<file path="src/rtl/wallace_pkg.sv">
// Shared defaults and state type for the Wallace multiply-accumulate stage.
package wallace_pkg;

  localparam int PROD_W_DEF = 33;
  localparam int ACC_W_DEF  = 40;
  localparam int CNT_W_DEF  = 8;

  typedef enum logic [1:0] {
    IDLE  = 2'd0,
    ACCUM = 2'd1,
    HOLD  = 2'd2
  } acc_state_t;

endpackage

</file>
<file path="src/rtl/wallace_sat_add.sv">
// Accumulator adder with carry-out detect; wraps by default,
// clamps to all ones when WALLACE_ACC_SAT_EN is defined.
module wallace_sat_add
  import wallace_pkg::*;
#(
  parameter int PROD_W = PROD_W_DEF,
  parameter int ACC_W  = ACC_W_DEF
) (
  input  logic [ACC_W-1:0]  a,
  input  logic [PROD_W-1:0] b,
  output logic [ACC_W-1:0]  sum,
  output logic              carry
);

  localparam int EXT = ACC_W + 1 - PROD_W;

  logic [ACC_W:0] full;

  assign full  = {1'b0, a} + {{EXT{1'b0}}, b};
  assign carry = full[ACC_W];

`ifdef WALLACE_ACC_SAT_EN
  assign sum = carry ? {ACC_W{1'b1}} : full[ACC_W-1:0];
`else
  assign sum = full[ACC_W-1:0];
`endif

endmodule

</file>
<file path="src/rtl/wallace_acc_stage.sv">
// Accumulates len unsigned products, then holds the sum for a
// valid/ready handoff. WALLACE_ACC_SAT_EN selects saturating add.
module wallace_acc_stage
  import wallace_pkg::*;
#(
  parameter int PROD_W = PROD_W_DEF,
  parameter int ACC_W  = ACC_W_DEF,
  parameter int CNT_W  = CNT_W_DEF
) (
  input  logic              clk,
  input  logic              rst_n,
  input  logic              start,
  input  logic [CNT_W-1:0]  len,
  input  logic              p_valid,
  input  logic [PROD_W-1:0] p,
  output logic              busy,
  output logic              acc_valid,
  input  logic              acc_ready,
  output logic [ACC_W-1:0]  acc,
  output logic              ovf
);

  acc_state_t       state_q, state_d;
  logic [CNT_W-1:0] len_q, len_d;
  logic [CNT_W-1:0] cnt_q, cnt_d;
  logic [ACC_W-1:0] acc_q, acc_d;
  logic             ovf_q, ovf_d;

  logic [ACC_W-1:0] sum;
  logic             carry;
  logic [CNT_W-1:0] cnt_inc;
  logic             take;
  logic             len_zero;

  wallace_sat_add #(
    .PROD_W (PROD_W),
    .ACC_W  (ACC_W)
  ) u_add (
    .a     (acc_q),
    .b     (p),
    .sum   (sum),
    .carry (carry)
  );

  assign cnt_inc  = cnt_q + CNT_W'(1);
  assign len_zero = (len == '0);

  // HOLD accepts a new start only together with the result handoff
  assign take = start &&
                ((state_q == IDLE) ||
                 (state_q == HOLD && acc_ready));

  always_comb begin
    state_d = state_q;
    len_d   = len_q;
    cnt_d   = cnt_q;
    acc_d   = acc_q;
    ovf_d   = ovf_q;
    unique case (1'b1)
      state_q == IDLE: begin
        if (start) state_d = len_zero ? HOLD : ACCUM;
      end
      state_q == ACCUM: begin
        if (p_valid) begin
          acc_d = sum;
          ovf_d = ovf_q | carry;
          cnt_d = cnt_inc;
          if (cnt_inc == len_q) state_d = HOLD;
        end
      end
      state_q == HOLD: begin
        if (acc_ready) begin
          if (!start)        state_d = IDLE;
          else if (len_zero) state_d = HOLD;
          else               state_d = ACCUM;
        end
      end
      default: state_d = IDLE;
    endcase
    if (take) begin
      len_d = len;
      cnt_d = '0;
      acc_d = '0;
      ovf_d = 1'b0;
    end
  end

  always_ff @(posedge clk or negedge rst_n) begin
    if (!rst_n) begin
      state_q <= IDLE;
      len_q   <= '0;
      cnt_q   <= '0;
      acc_q   <= '0;
      ovf_q   <= 1'b0;
    end else begin
      state_q <= state_d;
      len_q   <= len_d;
      cnt_q   <= cnt_d;
      acc_q   <= acc_d;
      ovf_q   <= ovf_d;
    end
  end

  assign busy      = (state_q == ACCUM);
  assign acc_valid = (state_q == HOLD);
  assign acc       = acc_q;
  assign ovf       = ovf_q;

endmodule

</file>
<file path="config.mk">
export PLATFORM = sky130hd
export DESIGN_NAME = wallace_acc_stage
export DESIGN_NICKNAME = d
export VERILOG_FILES = /design/src/rtl/wallace_pkg.sv /design/src/rtl/wallace_sat_add.sv /design/src/rtl/wallace_acc_stage.sv
export SDC_FILE = /design/constraint.sdc
export NUM_CORES = 1
export LEC_CHECK = 0
export CORE_ASPECT_RATIO = 1.25
export CORE_MARGIN = 3
export CORE_UTILIZATION = 57
export CTS_CLUSTER_SIZE = 16
export DETAILED_ROUTE_END_ITERATION = 10
export GPL_TIMING_DRIVEN = 1
export PLACE_DENSITY = 0.87
export SKIP_CTS_REPAIR_TIMING = 1
export SLEW_MARGIN = 15
export SYNTH_ARGS = -nofsm -noshare
export SYNTH_HDL_FRONTEND = slang
export SYNTH_SLANG_ARGS = --single-unit
</file>
<file path="constraint.sdc">
create_clock -name clk -period 3.7 [get_ports clk]
set_clock_uncertainty 0.1 [all_clocks]
set_input_delay 0.74 -clock clk [delete_from_list [all_inputs] [get_ports clk]]
set_output_delay 0.74 -clock clk [all_outputs]
set_load 0.01 [all_outputs]
</file>
# After elaboration in Yosys (flattened, before gate mapping)
# Cells that the tools add are included.
# word_totals
ff_bits,59
word_cells,40
inputBits,46
output_inout_bits,43
# classes
reduce_logical,9
addsub,2
bitwise_logic,1
n_eq_ne,7
mux,16
# ops
op,count
$mux 40,3
$add 40x33->41,1
$mux 8,3
$mux 2,6
$add 8x1->8 const B,1
$eq 8x8->1,1
$logic_not 8->1,1
$pmux 2 s3,1
$ne 2x1->1 const B,2
$ne 2x2->1 const B,2
$reduce_and 4->1,1
$reduce_bool 2->1,2
$mux 1,3
$eq 2x1->1 const B,1
$eq 2x2->1 const B,1
$logic_and 1x1->1,2
$logic_not 2->1,1
$reduce_and 2->1,1
$logic_or 1x1->1,1
$or 1x1->1,1

# Longest topological paths before layout
# depth
ltp_word,6
depth_mapped,11

# Hierarchy
# A second synthesis with hierarchy kept.
# hier_totals
cells_unflattened,482
hier_area_um2,4550.6
# by_module_without_submodules
mod,cells_per_inst,instances,area_per_inst_um2
wallace_acc_stage,195,1,2517.4
wallace_sat_add,287,1,2033.2

# Worst setup path before layout
# No wires, ideal clock.
# synth_path
path_type,input to register
startpoint,in p[4]
endpoint,reg acc_q[37] (netlist: acc[37])
path_slack_ns,0.846
setup_ns,0.136
arrival_ns,2.619
n_path_buf,0
stages,9
cell_sequence,ha_1 -> a21o_1 -> a31o_4 -> o21ai_4 -> o211ai_2 -> a2111o_2 -> a31oi_4 -> or4_1 -> a21oi_2
# synth_via
elab_chain_cells,4
# synth_lines
element,line,rtl
start: declaration,wallace_acc_stage.sv:15,"input logic [PROD_W-1:0] p,"
$add 40x33->41,wallace_sat_add.sv:19,"assign full = {1'b0, a} + {{EXT{1'b0}}, b};"
$mux 40,wallace_acc_stage.sv:64,if (p_valid) begin
$mux 40,wallace_acc_stage.sv:59,unique case (1'b1)
$mux 40,wallace_acc_stage.sv:80,if (take) begin
end signal: assignment,wallace_acc_stage.sv:93,acc_q <= '0;
end signal: assignment,wallace_acc_stage.sv:99,acc_q <= acc_d;
end: declaration,wallace_acc_stage.sv:26,"logic [ACC_W-1:0] acc_q, acc_d;"
# No other way between the ends. The select of a mux whose other input is x is not followed.
# A chain may end at the register's enable or synchronous reset.

# Worst setup path in the final report
# layout_path
startpoint,in p[0]
endpoint,reg acc_q[30] (netlist: acc[30])
# Same word-level chain as after synthesis.

==> flow_summary.toml <==
[power_and_ir_drop]
powerDensity_nw_per_um2 = 769
leakagePower_nw = 2.47
vdd_drop_max_uv = 498

[floorplanning]
core_area_sq_um = 7490
row_count = 35
fp.dieArea_sq_um = 8900
start_util_pct = 59.3
die_y_microns = 105
fp.dieW_microns = 85.0
pin_count = 89

[clock_network]
htreeDepth = 3
cts_inserted_buffers = 9
cts_tree = "yes"
cts_root_buffer = "clkbuf_8"
clk_latency_ns = 0.35
clk_pin_slew_worst_paths_ns = 0.07
cts_sinks = 59
clockBufferDepth = 2

[global_route]
grt_pass1_wl_mm = 20.3
grt-ovfl-total = 0
antenna_found_initial = 0
grt_pass1_vias = 4429
grt_usage_pct = 27.5
grt_max_degree = 44

[place]
dp.cells = 709
post-dp-hpwl_mm = 9.09
gp_congestion = 0.936
io_buffers = 88

[critical_path]
crit_slowest_cell = "clkdlybuf4s50_1"
ff2ff_setup_slack_ns = 0.90
crit_path_cell_trace = "clkdlybuf4s50_1, ha_1, inv_1, fa_1, nor2b_1, o2111ai_1, a21oi_1, o311ai_1, nand2_1, a311o_1, xnor2_1, o21ai_1"
startpoint_type = "input pin"
cp_max_fo = 3
reg2regPathDepth = 11
required_ns = 3.81
reg2reg_from = "acc[0]"
crit_type = "input pin to flip-flop"
slowest_delay_ns = 0.42
reg2reg_to = "acc[30]"
critPathCaptureType = "flip-flop"
worstPathArrival_ns = 3.34

[sta]
worst_pin_slew_ns = 1.02
min_period_ns = 3.23
rsz0062_at_grt = "no"
finalMaxSlewViolations = 0
maxSlewHeadroom_pct = 32.1
fmax_mhz = 310
setup_tns_ns = 0
finalSetupViolations = 0
min_period_over_period_pct = 87.3
hold_viol = 0

[final_layout]
fin_cells = 725
drive_gt1_share_pct = 6.16
nets = 709
antenna_cells = 0
syn_to_final_growth_pct = 25.8

[detailed_routing]
drc = 0
wl_mm = 12.0
viasPerCell = 6.09
ant_nets = 0
vias = 4412
wl_per_cell_microns = 16.6
drt_iter0_drc = 203
dr.pass1.iters = 5

[yosys]
synth_seq_cells = 59
synth_common_cells = "nand2_1 (108), dfrtp_1 (59), a21oi_1 (44), o21ai_0 (44), ha_1 (34)"
avgSynthCellArea_sq_um = 8.18
seq_area_frac_synth_pct = 33.2
synth_cell_types = 59
synth_cells = 543
synth-edff-count = 0
netlist.area_leader.share_pct = 33.2
ys_top_cells_by_area = "dfrtp_1 (33%), ha_1 (9.6%), nand2_1 (9.1%)"
synth-async-reset-ratio_pct = 100
yosys_warnings = 0
synth_fp_nets = 624
yosysMostFrequentCell = "nand2_1"
ys.flop_type = "dfrtp_1"
syn_area_sq_um = 4440
yosysTopAreaCell = "dfrtp_1"

[min_path]
min_to = "ovf"
hold_class = "flip-flop to flip-flop"
worstHoldPathCells = 2
hold_start = "ovf"

[flow_run]
drv_cap = 0

[outcome]
status = "complete, no violations"
## cells in the final DEF, fill, tap and decap left out, types with 4 or more instances in the layout
master / count
nor2b_1: 4
nand2_1: 108
inv_1: 13
dfrtp_1: 59
nand4_1: 12
xnor2_1: 19
nand3_1: 10
o2111ai_1: 5
nor3_1: 8
clkdlybuf4s50_1: 87
xor2_1: 16
o21ai_1: 15
o21bai_1: 12
nor4_1: 4
nand2b_1: 4
a21oi_1: 44
o21ai_0: 44
and3_1: 4
a21o_1: 13
nor2_1: 31
clkbuf_8: 10
o31ai_1: 7
ha_1: 34
buf_4: 5
## kinds of logic (layout without fill, tap and decap cells)
| group | count (synthesis) | in the layout | share of synthesized area (%) |
|---|---|---|---|
| buffers and inverters | 33 | 123 | 2.96 |
| and+or+nand+nor | 201 | 201 | 20.4 |
| xor gates and xnor gates | 35 | 35 | 6.90 |
| DFF | 59 | 59 | 33.2 |
| AOI/OAI and AO/OA | 177 | 177 | 25.8 |
| adders and majority gates | 35 | 35 | 10.0 |
| muxes | 3 | 3 | 0.676 |
## power breakdown
group          internal [mW]  leakage [nW]  switching [mW]
logic                   1.15          1.61            1.45
clock network          0.329        0.0926           0.275
registers              0.875         0.766           0.220
total                   2.35          2.47            1.95
## worst max-delay path, delay by kind of cell
kind	cells	cell delay, ns
buf+inv	2	0.49
xor+xnor	1	0.15
simple gates	2	0.25
compound gates	5	1.28
fa+ha+maj	2	0.42
## worst max-delay path by stage
| stage | from | slack [ns] | end | depth (start not counted) |
|---|---|---|---|---|
| final | p[0] | 0.47 | acc[30] | 12 |
| after global routing | p[0] | 0.27 | acc[30] | 12 |
| after CTS | p[0] | 0.49 | acc[30] | 12 |
| after detailed placement | p[0] | 0.15 | acc[30] | 12 |
| after global placement | p[0] | 0.20 | acc[30] | 12 |
| after floorplan | p[4] | 0.85 | acc[37] | 9 |
## registers in the layout, summed over array words and instances (netlist names)
name	cells
cnt_q	8
ovf	1
acc	40
state_q	2
len_q	8
## through the flow
stage	setup slack [ns]	hold WS [ns]	power [mW]	utilization, %	instance area, sq um
floorplan	0.846	0.344	2.81	-	4440
global placement	0.203	0.357	3.58	72.0	5390
detailed placement	0.151	0.360	3.66	72.0	5390
CTS	0.487	0.381	4.28	74.6	5590
global route	0.268	0.402	4.63	74.6	5590
finish	0.471	0.377	4.30	74.6	5590
## area by class of cell
class                           instances  area, sq um
Clock inverter                          4         50.0
Multi-Input combinational cell        451         2840
Clock buffer                           12          145
Inverter                               14         52.6
Timing Repair Buffer                   93          913
Sequential cell                        59         1480
Tap cell                               92          115
Fill cell                             578         1900
## layer usage
layer  part of all wire (%)  vias to the layer above  global-route usage [%]
met5                      0                        -                       0
met4                    2.9                        0                    9.73
met3                    4.8                       44                    5.13
met2                     51                      151                    48.6
met1                     41                     2085                    33.0
li1                       -                     2132                       -
Note: power is estimated with default switching activity, not from simulation.
